[config.mk]
export PLATFORM = sky130hd
export DESIGN_NAME = reservation_station
export DESIGN_NICKNAME = d
export VERILOG_FILES = /design/src/rtl/reservation_station_pkg.sv /design/src/rtl/reservation_station_rr_arbiter.sv /design/src/rtl/reservation_station.sv
export SDC_FILE = /design/constraint.sdc
export NUM_CORES = 1
export LEC_CHECK = 0
export ABC_AREA = 1
export CORE_MARGIN = 3
export CORE_UTILIZATION = 40
export DETAILED_ROUTE_END_ITERATION = 10
export GPL_TIMING_DRIVEN = 1
export PLACE_DENSITY = 0.7
export SYNTH_ARGS = -nofsm -noshare
export SYNTH_HDL_FRONTEND = slang
export SYNTH_SLANG_ARGS = --single-unit
export TNS_END_PERCENT = 10
[constraint.sdc]
create_clock -name clk -period 5.5 [get_ports clk]
set_input_delay 1.65 -clock clk [delete_from_list [all_inputs] [get_ports clk]]
set_output_delay 1.65 -clock clk [all_outputs]
set_load 0.02 [all_outputs]
[src/rtl/reservation_station_pkg.sv]
// Shared types for the reservation station: tag encoding, CDB broadcast and
// per-entry operand state.
package reservation_station_pkg;

  localparam int TAG_W    = 4;
  localparam int RS_DEPTH = 4;
  localparam int RS_OP_W  = 4;

  typedef logic [TAG_W-1:0] rs_tag_t;

  // Tag 0 is reserved: "operand value present" / "no broadcast this cycle".
  localparam rs_tag_t INVALID = '0;

  typedef struct packed {
    rs_tag_t     tag;
    logic [31:0] data;
  } cdb_t;

  // The opcode lives beside the entry so that the OP_W parameter can vary per instance.
  typedef struct packed {
    logic        busy;
    rs_tag_t     tag;
    logic [31:0] vj;
    rs_tag_t     qj;
    logic [31:0] vk;
    rs_tag_t     qk;
  } rs_entry_t;

endpackage

[src/rtl/reservation_station_rr_arbiter.sv]
// Round-robin arbiter: the first request at or after ptr (wrapping) gets a
// one-hot grant.
module rr_arbiter #(
  parameter int N = 4
) (
  input  logic [N-1:0]         req,
  input  logic [$clog2(N)-1:0] ptr,
  output logic [N-1:0]         grant,
  output logic                 any_grant
);

  localparam int IW = $clog2(N);

  logic [IW-1:0] idx;

  // NOTE: every always_comb output gets a default first, so no path can infer a latch.
  always_comb begin
    grant     = '0;
    any_grant = 1'b0;
    idx       = '0;
    for (int i = 0; i < N; i++) begin
      idx = ptr + IW'(i);
      if (!any_grant && req[idx]) begin
        grant[idx] = 1'b1;
        any_grant  = 1'b1;
      end
    end
  end

endmodule

[src/rtl/reservation_station.sv]
// Reservation station: holds issued ops and snoops the CDB until both operands
// are present. It dispatches one ready op per cycle in round-robin order.
module reservation_station
  import reservation_station_pkg::*;
#(
  parameter int DEPTH = RS_DEPTH,
  parameter int OP_W  = RS_OP_W
) (
  input  logic            clk,
  input  logic            rst_n,
  input  logic            issue_valid,
  input  logic [OP_W-1:0] issue_op,
  input  rs_tag_t         issue_tag,
  input  rs_tag_t         issue_qj,
  input  rs_tag_t         issue_qk,
  input  logic [31:0]     issue_vj,
  input  logic [31:0]     issue_vk,
  output logic            full,
  input  cdb_t            cdb_in,
  input  logic            fu_ready,
  output logic            disp_valid,
  output logic [OP_W-1:0] disp_op,
  output logic [31:0]     disp_a,
  output logic [31:0]     disp_b,
  output rs_tag_t         disp_tag
);

  localparam int IW = $clog2(DEPTH);

  rs_entry_t       ent  [DEPTH];
  logic [OP_W-1:0] op_q [DEPTH];

  logic [DEPTH-1:0] busy_vec, ready_vec, grant;
  logic             any_grant, do_issue, do_disp, cdb_live;
  logic [IW-1:0]    rr_ptr, sel_idx, free_idx;
  rs_entry_t        new_ent;

  always_comb begin
    busy_vec  = '0;
    ready_vec = '0;
    for (int i = 0; i < DEPTH; i++) begin
      busy_vec[i]  = ent[i].busy;
      ready_vec[i] = ent[i].busy && ent[i].qj == INVALID && ent[i].qk == INVALID;
    end
  end

  // Full comes from registered state only, so a slot freed at an edge can be reused at the next edge.
  assign full     = &busy_vec;
  assign do_issue = issue_valid && !full;
  assign do_disp  = fu_ready && any_grant;
  assign cdb_live = cdb_in.tag != INVALID;

  // Lowest-index free slot: scan downward so the last hit is the smallest index.
  always_comb begin
    free_idx = '0;
    for (int i = DEPTH - 1; i >= 0; i--)
      if (!busy_vec[i]) free_idx = IW'(i);
  end

  rr_arbiter #(.N(DEPTH)) u_arb (
    .req       (ready_vec),
    .ptr       (rr_ptr),
    .grant     (grant),
    .any_grant (any_grant)
  );

  always_comb begin
    sel_idx = '0;
    for (int i = 0; i < DEPTH; i++)
      if (grant[i]) sel_idx = IW'(i);
  end

  // Same-cycle bypass: an operand broadcast in the issue cycle is captured now, so no wakeup is lost.
  always_comb begin
    new_ent.busy = 1'b1;
    new_ent.tag  = issue_tag;
    new_ent.vj   = issue_vj;
    new_ent.qj   = issue_qj;
    new_ent.vk   = issue_vk;
    new_ent.qk   = issue_qk;
    if (cdb_live && issue_qj == cdb_in.tag) begin
      new_ent.vj = cdb_in.data;
      new_ent.qj = INVALID;
    end
    if (cdb_live && issue_qk == cdb_in.tag) begin
      new_ent.vk = cdb_in.data;
      new_ent.qk = INVALID;
    end
  end

  // NOTE: entry state is reset because busy/Q decide behaviour; op_q is payload gated by busy and stays unreset.
  always_ff @(posedge clk) begin
    if (!rst_n) begin
      for (int i = 0; i < DEPTH; i++) begin
        ent[i]    <= '0;
        ent[i].qj <= INVALID;
        ent[i].qk <= INVALID;
      end
      rr_ptr     <= '0;
      disp_valid <= 1'b0;
      disp_op    <= '0;
      disp_a     <= '0;
      disp_b     <= '0;
      disp_tag   <= INVALID;
    end else begin
      for (int i = 0; i < DEPTH; i++) begin
        if (ent[i].busy && cdb_live && ent[i].qj == cdb_in.tag) begin
          ent[i].vj <= cdb_in.data;
          ent[i].qj <= INVALID;
        end
        if (ent[i].busy && cdb_live && ent[i].qk == cdb_in.tag) begin
          ent[i].vk <= cdb_in.data;
          ent[i].qk <= INVALID;
        end
      end

      disp_valid <= do_disp;
      if (do_disp) begin
        ent[sel_idx].busy <= 1'b0;
        disp_op           <= op_q[sel_idx];
        disp_a            <= ent[sel_idx].vj;
        disp_b            <= ent[sel_idx].vk;
        disp_tag          <= ent[sel_idx].tag;
        rr_ptr            <= sel_idx + IW'(1);
      end

      // The free slot is not busy in registered state, so it never collides with the snoop or dispatch writes above.
      if (do_issue) begin
        ent[free_idx]  <= new_ent;
        op_q[free_idx] <= issue_op;
      end
    end
  end

  a_issue_tag_valid : assert property (@(posedge clk) disable iff (!rst_n)
    issue_valid |-> issue_tag != INVALID);

endmodule

==> impl_results.md, run 1 <==
- Slew @ Worst Pin: 1.11 ns
- Fin nets: 2,678
- First-pass GRT wire length: 99,800 um
- Pre-antenna DRT Iters: 7
- Total number of vias: 17,900
- Hold path endpoint: disp_b[5]
- Initial Util: 0.406
- Post-route setup TNS: 0 ns
- Crit-path cells: clkdlybuf4s50_1 -> inv_2 -> nand4_1 -> nand2_1 -> a211oi_1 -> and2_1 -> inv_2 -> nand2_1 -> nor3b_4 -> buf_4 -> nor2_1 -> nand2_1 -> o21ai_0
- CP required: 5.76 ns
- Register area: 0.0112 mm^2
- Synth Area in Compound Gates: 0.151
- Final slew viol count: 0
- Max Used Layer: met5
- Ys async rst share: 0
- Pwr per Cell Area: 367 mW/mm^2
- Reg2reg path depth: 15
- Worst VDD drop: 0.210 mV
- CP Capture Type: register
- Yosys warns: 0
- Worst-path fanout max: 32
- Num rows: 82
- Tot Pwr: 8.96 mW
- Number of CTS-inserted buffers: 42
- Max H-tree Level: 2
- CTS root buffer: clkbuf_16
- Post-synth EDFFs: 320
- DRC: 0
- Syn Nets: 2,569
- Mux share of post-synthesis cell area: 0
- Post-Syn Area: 0.0204 mm^2
- Via density: 5.51
- Antenna violations before repair: 3
- Die area: 0.0538 mm^2
- Final WL: 67,000 um
- FMAX: 231 MHz
- IO Pins: 194
- Commonest cells post-synth: 606 x nand2_1, 350 x inv_1, 320 x edfxtp_1
- WHS Path Cells: 2
- Ys flop type: edfxtp_1
- Multi-input gate area: 0.00729 mm^2
- GRT overflow: 0
- Largest net degree at the start of global routing: 117
- Number of global-route vias before repair: 17,100
- Met3 wire length: 7080 um
- Synthesized area per cell: 8.38 um^2
- Sink Count: 399
- Routed len/inst: 20.6 um
- Setup-failing EPs final: 0
- Final Critical Period: 4.33 ns
- Sequential-to-total area share from yosys stat: 0.548
- Post-route ant nets: 0
- Status: finished, final reports clean
- Hold Path Class: reg -> reg
- # hold bufs at CTS: 0
- Synthesis-to-layout area growth: 19.4%
- Final Hold Viols: 0
- Clk buf depth: 3
- Post-synth top area share: 0.470
- Max-cap violations: 0
- Critical path's largest stage delay: 0.54 ns
- Reg2reg setup slack: 1.39 ns
- Post-synthesis adder-cell area fraction: 0.00674
- Slew Limit Headroom: 0.263
- Setup Crit Path Kind: in -> reg
- Core ar.: 0.0503 mm^2
- Fraction of layout cells with a size suffix above 1: 0.0558
- Worst-case clock skew: 0.0100 ns
- Yosys cell types: 35
- Fill count: 4,675
- Chip height: 232 um
- Synthesis-stage register bit count: 399
- Post-CTS Setup Repair Bufs: 0
- DR iter-0 viols: 2,042
- GRT Resource Usage Total: 0.241
- Clk slew on worst S/H paths: 0.06 ns
- Main combinational cell family by area after synthesis: simple AND/OR/NAND/NOR gates
- Critical-path top delay cell: buf_4
- Post-Synth XOR/XNOR Area: 0.00557
- Post-synth top area cell: edfxtp_1
- Post-Syn Instances: 2,438
- Count leader, synth: nand2_1
- CTS tree: built
- Post-CTS sizing: 0
- Worst path most repeated cell: nand2_1
- Worst r2r src: rr_ptr[0]
- RSZ-0062 raised after global routing: no
- Crit start category: primary input
- Final period util: 0.787
- Leak pwr: 9.71 nW
- CP arrival: 4.58 ns
- Min-delay src: disp_b[5]
- Area contributors post-synth: edfxtp_1 47%, nand2_1 11%, dfxtp_1 7.7%
- Buffers on Ports: 193
- Die W: 232 um
- R2r endpoint: disp_b[31]
- WL met1: 25,700 um
- Routability Congestion: 0.870
- Synth Area in Simple Gates: 0.186
- Clk_lat worst skew: 0.55 ns
- Met2 WL: 31,400 um
- Final HPWL DP: 39,100 um
metrics by stage:
stage	hold slack [ns]	setup slack (ns)	std cells	utilization	cell area, um^2
finish	0.548	1.17	3253	0.485	24400
detailed placement	0.533	0.647	3175	0.457	23000
global placement	0.522	0.721	3175	0.457	23000
global route	0.584	0.986	3252	0.485	24400
CTS	0.544	1.21	3252	0.485	24400
floorplan	0.481	1.13	2438	-	20400
registers in the layout, summed over array words and instances, names as in the netlist:
name        count
disp_tag        4
op_q           16
disp_a         32
disp_op         4
ent           308
rr_ptr          2
disp_b         32
disp_valid      1
final cells by class:
type / count / share of cell area
flip-flops and latches: 399 / 0.459
multi-input cells: 1513 / 0.299
repair buffers: 231 / 0.0944
inverters: 360 / 0.0557
clock buffers: 63 / 0.0496
well taps: 672 / 0.0345
clock inverters: 14 / 0.00805
diodes: 1 / 0.000103
per-layer routing:
layer	track usage	up-vias
li1	-	8360
met1	0.302	8354
met2	0.401	997
met3	0.0539	212
met4	0.106	6
met5	0	-
critical path, delay by kind of cell:
kind,cells,cell delay (ns)
and+or+nand+nor,7,1.27
buffers and inverters,4,1.46
AOI/OAI and AO/OA,2,0.17
how the worst max path moves through the flow:
stage / to / depth (start not counted) / slack [ns] / start
global route: ent[1][19] / 13 / 0.99 / cdb_in[33]
global placement: ent[0][17] / 9 / 0.72 / cdb_in[33]
finish: ent[0][32] / 13 / 1.17 / cdb_in[33]
detailed placement: ent[0][17] / 9 / 0.65 / cdb_in[33]
CTS: ent[0][17] / 9 / 1.21 / cdb_in[33]
floorplan: ent[3][36] / 8 / 1.13 / cdb_in[34]
cells in the final DEF (no fill, tap or decap), drive strengths merged:
| cell type | instances |
|---|---|
| nor3 | 7 |
| and2 | 1 |
| edfxtp | 320 |
| xnor2 | 6 |
| nand4 | 75 |
| nand3 | 46 |
| buf | 39 |
| ha | 11 |
| xor2 | 7 |
| a21oi | 211 |
| inv | 360 |
| a2111oi | 2 |
| nor3b | 1 |
| nor2 | 171 |
| nor4 | 1 |
| diode | 1 |
| clkinv | 8 |
| bufinv | 5 |
| nand2 | 615 |
| o2111ai | 8 |
| clkinvlp | 1 |
| o221ai | 2 |
| clkbuf | 63 |
| o21ai | 215 |
| o22ai | 127 |
| a211oi | 7 |
| clkdlybuf4s50 | 192 |
| dfxtp | 79 |
cell families after synthesis:
group           count (synthesis)
simple gates                  917
compound gates                572
buf+inv                       526
flops                         399
xor+xnor                       13
fa+ha+maj                      11
power by group:
| part | switching [mW] | internal (mW) | leakage [nW] | total [mW] |
|---|---|---|---|---|
| combinational | 1.39 | 0.794 | 5.07 | 2.18 |
| sequential | 0.212 | 3.63 | 3.95 | 3.84 |
| clock | 1.19 | 1.76 | 0.683 | 2.94 |
Note: power is estimated with default switching activity, not from simulation.
==> inputs of run 2 (changes only) <==
--- a/config.mk
+++ b/config.mk
@@ -10,7 +10,7 @@
 export CORE_UTILIZATION = 40
 export DETAILED_ROUTE_END_ITERATION = 10
 export GPL_TIMING_DRIVEN = 1
-export PLACE_DENSITY = 0.7
+export PLACE_DENSITY = 0.72
 export SYNTH_ARGS = -nofsm -noshare
 export SYNTH_HDL_FRONTEND = slang
 export SYNTH_SLANG_ARGS = --single-unit
==> constraint.sdc (replaced) <==
create_clock -name clk -period 3.5 [get_ports clk]
set_input_delay 1.05 -clock clk [delete_from_list [all_inputs] [get_ports clk]]
set_output_delay 1.05 -clock clk [all_outputs]
set_load 0.02 [all_outputs]
==> impl_results.md, run 2 (same netlist as run 1, synthesis figures left out) <==
- Buffers on Ports: 193 (unchanged)
- Setup Crit Path Kind: reg -> out
- Gate power share: 0.253 (+0.010)
- Clock power frac: 0.322 (-0.006)
- Chip height: 232 um (unchanged)
- IO Pins: 194 (unchanged)
- Number of CTS-inserted buffers: 42 (unchanged)
- Slew Limit Headroom: 0.498 (+0.235)
- Most common library cell in the layout ignoring fill and taps: nand2_1
- CP arrival: 2.05 ns (-2.53 ns)
- Placed cells: 3,235 (+1.9%)
- Number of global-route vias before repair: 17,500 (+2.8%)
- Post-CTS Setup Repair Bufs: 0 (unchanged)
- Fin nets: 2,738 (+2.2%)
- Most frequent cells in the layout: 604 x nand2_1, 348 x inv_1, 320 x edfxtp_1
- Largest register FFs: 308 (unchanged)
- Routed len/inst: 20.4 um (-0.81%)
- Worst-path fanout max: 5 (-84%)
- Core Util, Final: 0.499 (+0.0138)
- RSZ-0062 raised after global routing: no
- Die W: 232 um (unchanged)
- Fin cells: 3,313 (+1.8%)
- Final slew viol count: 0 (unchanged)
- Max H-tree Level: 2 (unchanged)
- Post-route ant nets: 0 (unchanged)
- Minimum hold slack: 0.531 ns (-0.0169 ns)
- Antenna violations before repair: 0 (-3)
- Clk slew on worst S/H paths: 0.06 ns (about the same)
- Post-CTS sizing: 0 (unchanged)
- Post-route setup TNS: 0 ns (unchanged)
- Crit start category: register
- Reg power frac: 0.425 (-0.003)
- Worst-case clock skew: 0.0163 ns (+0.00634 ns)
- Dpl ws: -0.0757 ns (-0.723 ns)
- Status: finished, final reports clean
- Largest net degree at the start of global routing: 121 (+3.4%)
- Final Hold Viols: 0 (unchanged)
- Sink Count: 399 (unchanged)
- Total number of vias: 18,300 (+2.0%)
- Core ar.: 0.0503 mm^2 (unchanged)
- Final Critical Period: 3.10 ns
- GRT overflow: 0 (unchanged)
- Slew @ Worst Pin: 0.752 ns (-0.353 ns)
- Final HPWL DP: 42,500 um (+8.9%)
- # diodes: 0 (-1)
- Clk_lat worst skew: 0.58 ns (+0.03 ns)
- Routability Congestion: 0.862 (-0.86%)
- DP Area: 0.0237 mm^2 (+3.1%)
- Setup-failing EPs final: 0 (unchanged)
- Hold Path Class: reg -> reg
- Worst VDD drop: 0.321 mV (+52%)
- GRT Resource Usage Total: 0.246 (+0.00472)
- CTS root buffer: clkbuf_16
- Final period util: 0.886
- Leak pwr: 10.1 nW (+3.8%)
- Cell Int Power: 9.72 mW (+57%)
- Tot Pwr: 14.2 mW (+58%)
- DR iter-0 viols: 2,190 (+7.2%)
- Pre-antenna DRT Iters: 6 (-1)
- Final WL: 67,700 um (+1.0%)
- FMAX: 322 MHz
- Sw power: 4.46 mW (+60%)
- Reg2reg path depth: 15 (unchanged)
- First-pass GRT wire length: 102,000 um (+2.4%)
- CP Capture Type: output port
- DRC: 0 (unchanged)
- Max-cap violations: 0 (unchanged)
- WHS Path Cells: 2 (unchanged)
- Sw frac: 0.315 (+0.00367)
- Pwr per Cell Area: 565 mW/mm^2 (+54%)
- Fraction of layout cells with a size suffix above 1: 0.0780 (+0.0222)
- CP required: 2.45 ns (-3.31 ns)
- Clk buf depth: 3 (unchanged)
- Biggest regs: ent x308, disp_a x32, disp_b x32
- Biggest register: ent
- Design area: 0.0251 mm^2 (+2.8%)
- CTS tree: built
- Setup ws final: 0.397 ns (-0.775 ns)
- Synthesis-to-layout area growth: 22.8%
- # hold bufs at CTS: 0 (unchanged)
- Num rows: 82 (unchanged)
- Via density: 5.52 (+0.17%)
- Die area: 0.0538 mm^2 (unchanged)
- Initial Util: 0.406 (unchanged)
-- run 2: cell types whose count changed in the layout (fill, tap and decap cells not counted), sizes merged --
cell / delta
bufinv: -1
inv: -1
diode: -1
clkinv: +9
buf: +60
clkbuf: -6
-- run 2: area by class of cell --
class	count	area, um^2
timing repair buffer	291	3020
fill	4557	25200
clock inverter	21	221
clock buffer	57	1170
tap	672	841
inverter	360	1360
sequential	399	11200
multi-input combinational	1513	7290
-- run 2: power groups by stage --
stage	clock network [mW]	registers, mW	logic, mW
global placement	0	6.11	3.46
global route	4.80	6.08	3.94
floorplan	0	6.28	1.84
CTS	4.60	6.03	3.57
finish	4.56	6.03	3.59
detailed placement	0	6.12	3.55
-- run 2: worst max-delay path, cell delays in order, from the launching register on --
cell and delay [ns]:
dfxtp_1 0.37, buf_4 0.16, nand2_1 0.08, nor2_1 0.21
clkdlybuf4s50_1 0.65
-- run 2: final timing paths --
path / start / end / slack [ns]
worst max-delay path: ent[0][76] / full / 0.40
worst min-delay path: ent[2][76] / ent[2][76] / 0.53
worst max register to register: rr_ptr[0] / disp_b[29] / 0.40
worst min register to register: ent[2][76] / ent[2][76] / 0.53
-- run 2: per-layer routing --
metal	global-route usage	vias to the layer above	wire length (um)	part of all wire
met5	0	-	0	0
met4	0.0771	0	2060	0.030
met3	0.0498	168	7120	0.11
met2	0.405	1023	31800	0.47
met1	0.327	8603	26700	0.39
li1	-	8497	-	-
